**config.mk**
```make
export PLATFORM = sky130hd
export DESIGN_NAME = sync_fifo_flex_flat
export DESIGN_NICKNAME = d
export VERILOG_FILES = /design/src/rtl/sync_fifo_flex_pkg.sv /design/src/rtl/sync_fifo_flex_if.sv /design/src/rtl/sync_fifo_flex_mem.sv /design/src/rtl/sync_fifo_flex.sv /design/src/flat_wrapper.sv
export SDC_FILE = /design/constraint.sdc
export NUM_CORES = 1
export LEC_CHECK = 0
export ABC_AREA = 1
export CORE_MARGIN = 1
export CORE_UTILIZATION = 55
export DETAILED_ROUTE_END_ITERATION = 8
export PLACE_DENSITY = 0.85
export SYNTH_ARGS = -nofsm -noshare
export SYNTH_HDL_FRONTEND = slang
export SYNTH_SLANG_ARGS = --single-unit
```
**constraint.sdc**
```tcl
create_clock -name clk -period 2.2 [get_ports clk]
set_clock_uncertainty 0.05 [all_clocks]
set_input_delay 0.55 -clock clk [delete_from_list [all_inputs] [get_ports clk]]
set_output_delay 0.55 -clock clk [all_outputs]
set_load 0.01 [all_outputs]
```
**src/rtl/sync_fifo_flex_pkg.sv**
```systemverilog
// Shared constants, types and helpers for the sync_fifo family.
package sync_fifo_pkg;

  localparam int unsigned DEF_WIDTH = 8;
  localparam int unsigned DEF_DEPTH = 16;

  // Level value that means "nothing stored"; common to single- and dual-clock variants.
  localparam int unsigned LEVEL_EMPTY = 0;

  typedef struct packed {
    logic empty;
    logic almost_empty;
    logic almost_full;
    logic full;
  } fifo_flags_t;

  function automatic int unsigned log2_ceil(input int unsigned v);
    int unsigned r;
    r = 0;
    for (int unsigned i = 0; i < 32; i++) begin
      if ((64'd1 << i) < 64'(v)) r = i + 1;
    end
    return r;
  endfunction

  function automatic fifo_flags_t decode_level(input int unsigned lvl,
                                               input int unsigned depth,
                                               input int unsigned af_thresh,
                                               input int unsigned ae_thresh);
    fifo_flags_t f;
    f.empty        = (lvl == LEVEL_EMPTY);
    f.almost_empty = (lvl <= ae_thresh);
    f.almost_full  = (lvl >= af_thresh);
    f.full         = (lvl == depth);
    return f;
  endfunction

endpackage

```
**src/rtl/sync_fifo_flex_if.sv**
```systemverilog
// Producer/consumer bus of sync_fifo_flex; master drives requests, slave is the FIFO.
interface sync_fifo_flex_if
  import sync_fifo_pkg::*;
#(
  parameter int unsigned WIDTH = DEF_WIDTH,
  parameter int unsigned DEPTH = DEF_DEPTH
);
  localparam int unsigned LVL_W = log2_ceil(DEPTH) + 1;

  logic             wr_en;
  logic [WIDTH-1:0] wr_data;
  logic             rd_en;
  logic             err_clr;
  logic [WIDTH-1:0] rd_data;
  logic             rd_valid;
  logic             rd_empty;
  logic             rd_almost_empty;
  logic             wr_full;
  logic             wr_almost_full;
  logic [LVL_W-1:0] level;
  logic             overflow;
  logic             underflow;

  modport master (
    output wr_en, wr_data, rd_en, err_clr,
    input  rd_data, rd_valid, rd_empty, rd_almost_empty,
           wr_full, wr_almost_full, level, overflow, underflow
  );

  modport slave (
    input  wr_en, wr_data, rd_en, err_clr,
    output rd_data, rd_valid, rd_empty, rd_almost_empty,
           wr_full, wr_almost_full, level, overflow, underflow
  );

endinterface

```
**src/rtl/sync_fifo_flex_mem.sv**
```systemverilog
// fifo_mem_2p: register-array storage, one synchronous write port, one asynchronous read port.
module fifo_mem_2p
  import sync_fifo_pkg::*;
#(
  parameter int unsigned WIDTH  = DEF_WIDTH,
  parameter int unsigned DEPTH  = DEF_DEPTH,
  parameter int unsigned ADDR_W = log2_ceil(DEPTH)
) (
  input  logic              clk,
  input  logic              we,
  input  logic [ADDR_W-1:0] waddr,
  input  logic [WIDTH-1:0]  wdata,
  input  logic [ADDR_W-1:0] raddr,
  output logic [WIDTH-1:0]  rdata
);

  logic [WIDTH-1:0] mem [DEPTH];

  // Contents are intentionally not reset.
  always_ff @(posedge clk) begin
    if (we) mem[waddr] <= wdata;
  end

  assign rdata = mem[raddr];

endmodule

```
**src/rtl/sync_fifo_flex.sv**
```systemverilog
// Parametrised single-clock FIFO with thresholds, level and sticky error flags.
// Define SYNC_FIFO_FWFT_EN for first-word fall-through reads.
module sync_fifo_flex
  import sync_fifo_pkg::*;
#(
  parameter int unsigned WIDTH     = DEF_WIDTH,
  parameter int unsigned DEPTH     = DEF_DEPTH,
  parameter int unsigned AF_THRESH = DEPTH - 2,
  parameter int unsigned AE_THRESH = 2
) (
  input  logic           clk,
  input  logic           rst_n,
  sync_fifo_flex_if.slave bus
);

  localparam int unsigned ADDR_W = log2_ceil(DEPTH);
  localparam int unsigned LVL_W  = ADDR_W + 1;
  localparam fifo_flags_t RST_FLAGS = decode_level(LEVEL_EMPTY, DEPTH, AF_THRESH, AE_THRESH);

  logic [ADDR_W-1:0] wr_ptr;
  logic [ADDR_W-1:0] rd_ptr;
  logic [LVL_W-1:0]  level;
  logic [LVL_W-1:0]  level_next;
  fifo_flags_t       flags;
  fifo_flags_t       flags_next;
  logic              overflow;
  logic              underflow;
  logic              wr_acc;
  logic              rd_acc;
  logic [WIDTH-1:0]  mem_rdata;

  assign wr_acc = bus.wr_en && !flags.full;
  assign rd_acc = bus.rd_en && !flags.empty;

  always_comb begin
    level_next = level;
    if (wr_acc && !rd_acc)      level_next = level + LVL_W'(1);
    else if (!wr_acc && rd_acc) level_next = level - LVL_W'(1);
    flags_next = decode_level(32'(level_next), DEPTH, AF_THRESH, AE_THRESH);
  end

  // Flags are registered decodes of the next level, so they track the level register exactly.
  always_ff @(posedge clk or negedge rst_n) begin
    if (!rst_n) begin
      wr_ptr    <= '0;
      rd_ptr    <= '0;
      level     <= '0;
      flags     <= RST_FLAGS;
      overflow  <= 1'b0;
      underflow <= 1'b0;
    end else begin
      if (wr_acc) wr_ptr <= wr_ptr + ADDR_W'(1);
      if (rd_acc) rd_ptr <= rd_ptr + ADDR_W'(1);
      level     <= level_next;
      flags     <= flags_next;
      overflow  <= (bus.wr_en && flags.full)  || (overflow  && !bus.err_clr);
      underflow <= (bus.rd_en && flags.empty) || (underflow && !bus.err_clr);
    end
  end

  fifo_mem_2p #(
    .WIDTH (WIDTH),
    .DEPTH (DEPTH),
    .ADDR_W(ADDR_W)
  ) u_mem (
    .clk  (clk),
    .we   (wr_acc),
    .waddr(wr_ptr),
    .wdata(bus.wr_data),
    .raddr(rd_ptr),
    .rdata(mem_rdata)
  );

`ifdef SYNC_FIFO_FWFT_EN
  assign bus.rd_data  = mem_rdata;
  assign bus.rd_valid = !flags.empty;
`else
  logic [WIDTH-1:0] rd_data_q;
  logic             rd_valid_q;

  always_ff @(posedge clk or negedge rst_n) begin
    if (!rst_n) begin
      rd_data_q  <= '0;
      rd_valid_q <= 1'b0;
    end else begin
      rd_valid_q <= rd_acc;
      if (rd_acc) rd_data_q <= mem_rdata;
    end
  end

  assign bus.rd_data  = rd_data_q;
  assign bus.rd_valid = rd_valid_q;
`endif

  assign bus.rd_empty        = flags.empty;
  assign bus.rd_almost_empty = flags.almost_empty;
  assign bus.wr_full         = flags.full;
  assign bus.wr_almost_full  = flags.almost_full;
  assign bus.level           = level;
  assign bus.overflow        = overflow;
  assign bus.underflow       = underflow;

endmodule

```
**src/flat_wrapper.sv**
```systemverilog
// flat-port wrapper written by rule: the top's interface ports become plain ports
module sync_fifo_flex_flat import sync_fifo_pkg::*;
#(
  parameter int unsigned WIDTH     = DEF_WIDTH,
  parameter int unsigned DEPTH     = DEF_DEPTH,
  parameter int unsigned AF_THRESH = DEPTH - 2,
  parameter int unsigned AE_THRESH = 2
)
  (clk, rst_n, bus_wr_en, bus_wr_data, bus_rd_en, bus_err_clr, bus_rd_data, bus_rd_valid, bus_rd_empty, bus_rd_almost_empty, bus_wr_full, bus_wr_almost_full, bus_level, bus_overflow, bus_underflow);
  sync_fifo_flex_if #(.WIDTH(WIDTH), .DEPTH(DEPTH)) bus_i ();
  input  logic clk;
  input  logic rst_n;
  input wire logic [$bits(bus_i.wr_en)-1:0] bus_wr_en;
  input wire logic [$bits(bus_i.wr_data)-1:0] bus_wr_data;
  input wire logic [$bits(bus_i.rd_en)-1:0] bus_rd_en;
  input wire logic [$bits(bus_i.err_clr)-1:0] bus_err_clr;
  output wire logic [$bits(bus_i.rd_data)-1:0] bus_rd_data;
  output wire logic [$bits(bus_i.rd_valid)-1:0] bus_rd_valid;
  output wire logic [$bits(bus_i.rd_empty)-1:0] bus_rd_empty;
  output wire logic [$bits(bus_i.rd_almost_empty)-1:0] bus_rd_almost_empty;
  output wire logic [$bits(bus_i.wr_full)-1:0] bus_wr_full;
  output wire logic [$bits(bus_i.wr_almost_full)-1:0] bus_wr_almost_full;
  output wire logic [$bits(bus_i.level)-1:0] bus_level;
  output wire logic [$bits(bus_i.overflow)-1:0] bus_overflow;
  output wire logic [$bits(bus_i.underflow)-1:0] bus_underflow;
  assign bus_i.wr_en = bus_wr_en;
  assign bus_i.wr_data = bus_wr_data;
  assign bus_i.rd_en = bus_rd_en;
  assign bus_i.err_clr = bus_err_clr;
  assign bus_rd_data = bus_i.rd_data;
  assign bus_rd_valid = bus_i.rd_valid;
  assign bus_rd_empty = bus_i.rd_empty;
  assign bus_rd_almost_empty = bus_i.rd_almost_empty;
  assign bus_wr_full = bus_i.wr_full;
  assign bus_wr_almost_full = bus_i.wr_almost_full;
  assign bus_level = bus_i.level;
  assign bus_overflow = bus_i.overflow;
  assign bus_underflow = bus_i.underflow;
  sync_fifo_flex #(.WIDTH(WIDTH), .DEPTH(DEPTH), .AF_THRESH(AF_THRESH), .AE_THRESH(AE_THRESH)) u_core (.clk(clk), .rst_n(rst_n), .bus(bus_i));
endmodule
```
### Word level (Yosys, flattened, before mapping)

Memories as Yosys holds them, arrays and structs flattened. A register that Yosys moved wholly into a read port is not among the register bits.
Cells that the tools add are included.
Widths: inputs -> output; s select.

| cells by class | value |
|---|---|
| $add $sub $neg | 4 |
| magnitude comparators | 2 |
| equality and inequality tests | 1 |
| mux-type cells | 4 |
| reductions and logical operators | 17 |

Operators by type and width:

| cell | count |
|---|---|
| $mux 5 | 2 |
| $add 4x1->4 const B | 2 |
| $logic_and 1x1->1 | 8 |
| $logic_not 1->1 | 6 |
| $add 5x1->5 const B | 1 |
| $eq 5x5->1 const B | 1 |
| $ge 5x4->1 const B | 1 |
| $le 5x2->1 const B | 1 |
| $logic_not 5->1 | 1 |
| $sub 5x1->5 const B | 1 |
| $logic_or 1x1->1 | 2 |
| $mux 1 | 2 |

| word-level totals | value |
|---|---|
| flip-flop bits (word level) | 20 |
| bits in writable memories | 128 |
| input bits | 13 |
| output and inout bits | 20 |
| memories | 1 |

Memories:

| memory | words | width | rd ports | clocked after Yosys merged registers in | wr ports | line | source |
|---|---|---|---|---|---|---|---|
| u_core.u_mem.mem | 16 | 8 | 1 | 1 | 1 | sync_fifo_flex_mem.sv:17 | `logic [WIDTH-1:0] mem [DEPTH];` |

### Longest topological paths before layout

Gate-level depths: netlist of run 1.

| logic depth | value |
|---|---|
| depth after elaboration | 7 |
| gate-level depth with buffers | 11 |

### Modules after synthesis

From an unflattened synthesis of run 1, not the netlist that was laid out.

| unflattened totals | value |
|---|---|
| cell total of the unflattened synthesis | 695 |
| area total of the unflattened synthesis | 6993.0 um2 |

By module, submodules not included:

| module | instances | cells each | area an instance (um2) | seq. area each (um2) |
|---|---|---|---|---|
| fifo_mem_2p | 1 | 543 | 5606.6 | 3843.7 |
| sync_fifo_flex | 1 | 152 | 1386.3 | 703.2 |

### Worst setup path before layout of run 1

No wires, ideal clock.

| path | value |
|---|---|
| path kind | in2reg |
| start point | in bus_wr_en |
| end point | mem u_core.u_mem.mem[11][0] (netlist bit), enable pin |
| setup time | 370 ps |
| arrival time | 1277 ps |
| data required time | 1780 ps |
| slack | 502 ps |
| stages on the path | 4 |
| path buffers | 0 |
| cell sequence | inv_2 nor2_8 nand2_1 nor2_1 |

| on the way | value |
|---|---|
| word-level cells in the longest chain between the ends | 3 |

Ends and longest elaborated chain:

| item | line | source |
|---|---|---|
| start: declaration | flat_wrapper.sv:13 | `input wire logic [$bits(bus_i.wr_en)-1:0] bus_wr_en;` |
| $logic_and 1x1->1 | sync_fifo_flex.sv:32 | `assign wr_acc = bus.wr_en && !flags.full;` |
| $mux 1 | sync_fifo_flex_mem.sv:21 | `if (we) mem[waddr] <= wdata;` |
| $mux 1 (implied by the code) | sync_fifo_flex_mem.sv:21 |  |
| end: declaration | sync_fifo_flex_mem.sv:17 |  |

No other way between the ends.

### Worst setup path after layout of run 1

| path | value |
|---|---|
| start point | reg u_core.flags, in the netlist u_core.bus.rd_empty |
| end point | out bus_rd_empty |

RTL lines:

| item | line | source |
|---|---|---|
| start: declaration | sync_fifo_flex.sv:24 | `fifo_flags_t flags;` |
| start signal: assignment | sync_fifo_flex.sv:55 | `flags <= flags_next;` |
| end: declaration | flat_wrapper.sv:19 | `output wire logic [$bits(bus_i.rd_empty)-1:0] bus_rd_empty;` |

No word-level cell between the ends.

==> results.txt, run 1 <==
The flow ran to the end, and the final reports show no timing, DRC or antenna violations. The relative max-transition margin is 65.1%. The startpoint of the worst setup timing path is u_core.bus.rd_empty.

The routed length per placed instance came out at 17.8 um. The die area came out at 13000 um^2. The most used flip-flop cell after synthesis is edfxtp_1. The post-CTS clock slew at the launch and capture registers of the worst setup and hold paths came out at 0.06 ns.

The number of antenna violations at the first check in global routing was 0. The yosys synthesis warning count is 0. For hold timing, the worst endpoint is u_core.bus.rd_data[3]. The clock buffer count from CTS is 17. Summing all flip-flop and latch instances after layout gives 4550 um^2. The summed instance area of the synthesized netlist came out at 6890 um^2.

Counting distinct cell types in the post-synthesis netlist gives 32. In this run the horizontal extent of the chip is 114 um. The register bit count reported by yosys is 156.

CTS placed an instance of clkbuf_16 at the clock tree root. The number of hold-slack violations in the final timing report is 0. The number of max-cap violations came out at 0. The net count of the finished layout is 757. For this block, the initial DRC count from the detailed router was 558. The footprint of the multi-input gates is 1910 um^2. The highest-utilization routing layer at the global route stage is met2. In this run the worst path has a maximum fanout of 3.

The via count of the first global-routing pass came out at 4801. The reg-to-reg startpoint is u_core.rd_ptr[2]. The total of fill cells in the finished design is 884. The aggregate routed wire length is 16300 um.

Counting flops with an async set or reset pin after synthesis yields a share of 17.9%. The ratio of cells with drive above 1 in the final layout came out at 11.3%. The total routing usage reported by global routing is 27.0%. The sequential-to-total area share from yosys stat is 66.0%. The critical path goes through clkdlybuf4s50_1. The slack of the worst reg-to-reg path came out at 0.39 ns. In this run, post-CTS repair resized a total of 0 instances.

The floorplan die height is 114 um. The number of sinks on the clock net is 156. The slew at the pin closest to its max-slew limit is 0.520 ns. The later pin in the worst-skew pair is clocked with a latency of 0.42 ns.

The achievable frequency came out at 468 MHz. For this design the top-level I/O count stands at 33. Summing over every cut layer, the via total after detailed routing is 4980. The number of nets handed over by synthesis was 692.

The min-delay analysis places its worst path in the category register to register. The count of port buffers added during placement is 32. For met1 alone, demand over resource in global routing was 36.6%. The endpoint identified for the worst register-to-register timing path is u_core.bus.rd_data[7]. The largest vdd supply drop came out at 686 uV. The estimated wirelength of the detail-placed design came out at 11100 um. The average instance in the mapped netlist occupies 10.3 um^2.

Setup repair after global routing left no endpoint under its margin. The synthesized instance count is 672. The worst path buffer plus inverter count is 1. The total of endpoints with negative setup slack in the final report is 0. The initial utilization of the core area, before any placement, comes to 56.9%. Leaving out fill and tap cells, the most frequent cell in the layout is nand2_1.

The number of hold-repair buffers added at the cts stage came out at 0. The H-tree generated during clock tree synthesis spans 4 levels. The startpoint identified for the worst hold timing path is u_core.bus.rd_data[3].

The worst setup path is of the register to output pin kind. The number of antenna diodes in the final layout is 0. Summed over all layers, the global routing overflow is 0.

The synthesized design contains 128 enable-type register cells. The depth of the most critical reg-to-reg path is 6. After detailed placement, the total cell area comes to 7600 um^2. The count of final max-slew check failures came to 0. The kind of cell with the highest combined delay along the critical path is flip-flops. For the finished layout, the period the worst path requires is 2.14 ns. Global routing used 5.05% of the available met3 tracks. The TritonCTS clock tree is done. The worst endpoint data arrival time is 1.54 ns. The global-route met2 utilization came out at 42.8%. The number of iterations in the first detailed-routing pass came out at 5. The post-detailed-route DRC marker count came out at 0.

The final clock period utilization by the worst path came out at 97.1%. The layout overhead on the synthesized area came out at 18.6%. The largest stage delay on the critical path came out at 0.57 ns.

For this design, the slowest cell found on the critical path is dfstp_2. The launching element type of the critical path is a register. The average vias per placed instance came out at 5.42.

The core footprint is 12100 um^2. The count of buffers added by post-CTS timing repair for setup came out at 0. The top cell types in the final layout, fill and taps aside, are nand2_1, edfxtp_1, inv_1. The number of stages on the worst hold path came out at 2.

The number of antenna-violating nets in the routed design came out at 0. The static leakage power is 3.52 nW. The total negative setup slack is 0 ns. The power density relative to cell area is 1310 nW/um^2. The worst setup path is captured at an output pin. The cell area after layout is 8180 um^2. For the worst setup path, the data required time is 1.60 ns. The global-route wire length before repair came out at 25300 um. The number of buffers on the longest clock path is 2.

The pin count of the biggest net entering global routing came out at 42. The number of cell rows is 40. The weighted congestion at the end of routability-driven global placement came out at 0.906.
## routing by layer
layer | part of all wire, % | up-vias | wire length (um)
met5 | 0 | - | 0
met4 | 3.3 | 0 | 539
met3 | 8.0 | 52 | 1300
met2 | 48 | 263 | 7840
met1 | 41 | 2378 | 6620
li1 | - | 2287 | -
## area by class of cell
type / instances / area share (%)
Sequential cell: 156 / 55.6
Multi-Input combinational cell: 413 / 23.4
Timing Repair Buffer: 73 / 7.83
Clock buffer: 24 / 5.65
Inverter: 76 / 3.49
Tap cell: 168 / 2.57
Clock inverter: 8 / 1.45
## synthesized netlist by cell type, types with 2 or more instances
cell | count | area share [%]
nand2_1 | 264 | 14
edfxtp_1 | 128 | 56
inv_1 | 72 | 3.9
nand3_1 | 64 | 4.6
dfrtp_1 | 26 | 9.4
nor2_1 | 24 | 1.3
or2_0 | 15 | 1.4
buf_2 | 9 | 0.65
o211ai_1 | 8 | 0.87
clkbuf_1 | 7 | 0.38
ha_1 | 7 | 1.3
xor2_1 | 7 | 0.89
buf_4 | 5 | 0.54
nand2_2 | 5 | 0.45
o21ai_0 | 3 | 0.22
buf_1 | 2 | 0.11
buf_6 | 2 | 0.33
clkbuf_2 | 2 | 0.15
clkinv_1 | 2 | 0.11
dfstp_2 | 2 | 0.76
inv_2 | 2 | 0.11
nand2_4 | 2 | 0.33
nand4_1 | 2 | 0.18
nor2_2 | 2 | 0.18
nor2_4 | 2 | 0.33
o22ai_1 | 2 | 0.18
## worst max path at each step
| stage | end | cells past startpoint |
|---|---|---|
| finish | bus_rd_empty | 1 |
| floorplan | u_core.u_mem.mem[11][0] | 4 |
| global placement | u_core.u_mem.mem[2][0] | 6 |
| detailed placement | u_core.u_mem.mem[14][3] | 6 |
| CTS | bus_rd_empty | 1 |
| global route | bus_rd_empty | 1 |
## cells by family after synthesis
kind of cell    synth area share [%]
simple gates                    23.8
flops                           66.0
buf+inv                         6.30
compound gates                  1.34
xor+xnor                        1.02
fa+ha+maj                       1.27
mux                            0.327
## registers in the layout, indices dropped and copies added, names as in the netlist
signal,cells
u_core.bus.underflow,1
u_core.bus.rd_empty,1
u_core.bus.wr_full,1
u_core.bus.rd_valid,1
u_core.bus.rd_almost_empty,1
u_core.bus.wr_almost_full,1
u_core.wr_ptr,4
u_core.u_mem.mem,128
u_core.bus.level,5
u_core.rd_ptr,4
u_core.bus.rd_data,8
u_core.bus.overflow,1
## worst min-delay path, stage by stage (launching register included)
cell and delay (ns):
dfrtp_1 0.35, nand2_1 0.06, nand2_1 0.06
## stage by stage
stage                     hold WS (ns)  total power (W)  cells  util (%)  setup slack, ns
after global placement           0.415          0.00762    886      62.7           0.0382
after detailed placement         0.421          0.00777    886      62.7           0.0195
after CTS                        0.441           0.0107    918      67.5           0.0506
final                            0.439           0.0107    918      67.5           0.0647
after global routing             0.461           0.0113    918      67.5           0.0290
after floorplan                  0.204          0.00648    672         -            0.502
## report_power, final
group | internal, W | switching (W)
logic | 0.00135 | 0.00246
clock network | 0.00181 | 0.00109
registers | 0.00368 | 0.000315
total | 0.00684 | 0.00387
Power figures use the tool's default switching activity.
==> run 2, diff against run 1 <==
- CORE_ASPECT_RATIO: not set -> 0.75
- CORE_UTILIZATION: 55 -> 54
- PLACE_DENSITY: 0.85 -> 0.86
- RECOVER_POWER: not set -> 100
- clock period: 2.2 -> 1.8 ns (I/O delays scaled with it)
==> results.txt, run 2 (same netlist as run 1, synthesis figures left out) <==
The reg-to-reg startpoint is u_core.rd_ptr[0]. The routed length per placed instance is 18.3 um (+3.2%). The slowest stage of the critical path is the dfstp_2 cell. The number of max-cap violations is 0 (unchanged). The worst register-to-register path ends at u_core.bus.rd_data[6].

The met3 layer usage reported by global route is 6.06% (+1.0 points). The overall via count from detail_route is 4997 (+0.34%). The number of ports placed on the die boundary is 33 (unchanged). The global routing stage identified its most utilized layer as met2.

The final cell utilization of the core is 66.0% (-1.5 points). The pin count of the biggest net entering global routing is 43 (+2.4%). The number of placed cells counting well taps is 887 (+0.11%). The count of port buffers added during placement came out at 32 (unchanged). The static leakage power is 3.57 nW (+1.4%). The number of antenna-violating nets in the routed design came out at 0 (unchanged). The post-CTS clock slew at the launch and capture registers of the worst setup and hold paths is 0.06 ns (about the same). The starting density of the core came out at 55.8% (-1.1 points).

The weighted congestion at the end of routability-driven global placement came out at 0.976 (+7.7%). The TritonCTS clock tree is done. The maximum fanout count along the critical path came to 3 (unchanged).

The run finished with clean final reports. The floorplan die height came out at 99.9 um (-12%). The final clock period utilization by the worst path is 97.5%. The type of the worst setup path is register to output pin.

The final-stage net count is 764 (+0.92%). The count of non-filler cells in the finished layout was 923 (+0.54%). The depth of the most critical reg-to-reg path came out at 10 (+4).

The total cell area at the placement stage is 7690 um^2 (+1.3%). The register containing the most flip-flops in the final layout is u_core.u_mem.mem. The launching element type of the critical path is a register. The met1 track demand over resource is 40.0% (+3.3 points). The core footprint is 12300 um^2 (+2.0%).

The H-tree depth reported by CTS came out at 4 (unchanged). In this run the clock root is driven by a clkbuf_16. The post-detailed-route DRC marker count is 0 (unchanged).

The total power consumption of the routed design is 0.0131 W (+22%). The critical path goes through clkdlybuf4s15_2. The slew at the pin closest to its max-slew limit is 1.13 ns (+0.610 ns). The slack of the worst reg-to-reg path came out at 0.10 ns (-0.29 ns). The detailed router's first-iteration violation count came out at 750 (+34%).

For the finished layout, the period the worst path requires is 1.76 ns. The achievable frequency is 570 MHz. The width of the die is 132 um (+16%).

The total of endpoints with negative setup slack in the final report came out at 0 (unchanged). The number of buffers on the longest clock path was 2 (unchanged). The power density relative to cell area came out at 1600 nW/um^2 (+23%).

The worst path buffer plus inverter count is 1 (unchanged). The largest delay contributor family on the critical path is flip-flops. The clock buffer count from CTS came out at 17 (unchanged). The number of cell rows came out at 35 (-13%). The ratio of cells with drive above 1 in the final layout came out at 12.0% (+0.69 points). The required time at the worst-slack endpoint came out at 1.30 ns (-0.30 ns). The via count of the first global-routing pass was 4884 (+1.7%). The number of iterations in the first detailed-routing pass is 7 (+2). The largest stage delay on the critical path came to 0.58 ns (about the same). The count of final max-slew check failures is 0 (unchanged). The die area is 13200 um^2 (+1.9%). The worst endpoint data arrival time was 1.26 ns (-0.28 ns). The total negative setup slack is 0 ns (unchanged). The clock latency at the later pin of the worst-skew pair is 0.43 ns (about the same). The sum of overflow across all layers after global routing came to 0 (unchanged). The aggregate routed wire length is 16900 um (+3.7%). The largest vdd supply drop came out at 1080 uV (+57%).

The estimated wirelength of the detail-placed design was 11300 um (+1.6%). The worst setup path is captured at an output pin. The number of antenna repair diodes is 0 (unchanged). The number of hold-repair buffers added at the cts stage came out at 0 (unchanged). The cell area after layout was 8150 um^2 (-0.35%). The number of hold-slack violations in the final timing report is 0 (unchanged). The average vias per placed instance is 5.41 (-0.20%). Compared with the post-synthesis result, the final layout area differs by 18.2%. The tightest min-delay check is of the input pin to async pin type. The number of antenna violations at the first check in global routing is 0 (unchanged). The number of sinks on the clock net came out at 156 (unchanged). The global-route met2 utilization came to 41.2% (-1.6 points). The number of flip-flops in the largest register was 128 (unchanged).

Setup repair after global routing left no endpoint under its margin. Leaving out fill and tap cells, the most frequent cell in the layout is nand2_1. The global-route wire length before repair is 26300 um (+4.1%).

In the layout the commonest cells are nand2_1, edfxtp_1, inv_1. The total routing usage reported by global routing came out at 27.7% (+0.68 points). The relative max-transition margin is 24.7% (-40 points).
-- run 2: changes by cell type in the layout (fill, tap and decap cells not counted), moves of 3 or more --
cell / before / now
clkbuf_2: 0 / 18
clkdlybuf4s50_1: 32 / 4
clkbuf_1: 6 / 9
dlygate4sd2_1: 0 / 19
dlygate4sd3_1: 0 / 8
buf_4: 40 / 17
clkinv_4: 0 / 3
inv_6: 0 / 4
bufinv_16: 3 / 0
-- run 2: layout make-up --
cell class / instances / area (um^2)
Tap cell: 166 / 208
Fill cell: 914 / 4200
Clock buffer: 20 / 479
Clock inverter: 12 / 97.6
Sequential cell: 156 / 4550
Inverter: 76 / 285
Multi-Input combinational cell: 413 / 1910
Timing Repair Buffer: 80 / 621
-- run 2: how the worst max path moves through the flow --
stage	endpoint	start	slack (ns)	cells after the start
final	bus_rd_empty	u_core.bus.rd_empty	0.04	1
after global routing	u_core.u_mem.mem[5][4]	bus_wr_data[4]	0.02	2
after CTS	bus_rd_empty	u_core.bus.rd_empty	0.02	1
after detailed placement	u_core.u_mem.mem[1][6]	bus_wr_en	-0.26	6
after global placement	u_core.u_mem.mem[9][1]	bus_wr_en	-0.22	6
after floorplan	u_core.u_mem.mem[11][0]	u_core.bus.wr_full	0.18	3
-- run 2: repair_timing --
action,4_1_cts,5_1_grt
gates resized for setup,26,1
pin swaps,0,0
setup endpoints to repair,20,1
hold endpoints to repair,0,0
buffers inserted,4,0
-- run 2: per-layer routing --
metal  routed length [um]  up-vias  share of wire, %
met5                    0        -                 0
met2                 7440      294                44
met4                  385        0               2.3
li1                     -     2314                 -
met1                 7340     2358                43
met3                 1750       31                10
-- run 2: report_power, final --
part	switching [W]	leakage [nW]	internal, W	total, W
Sequential	0.000337	1.48	0.00451	0.00484
Combinational	0.00316	1.80	0.00165	0.00481
Clock	0.00147	0.285	0.00196	0.00342
Total	0.00496	3.57	0.00812	0.0131
-- run 2: per-stage QoR --
stage,hold WS [ns],setup slack [ns]
after floorplan,0.104,0.177
after global placement,0.422,-0.225
after detailed placement,0.424,-0.263
after CTS,0.236,0.0187
after global routing,0.281,0.0162
final,0.283,0.0442
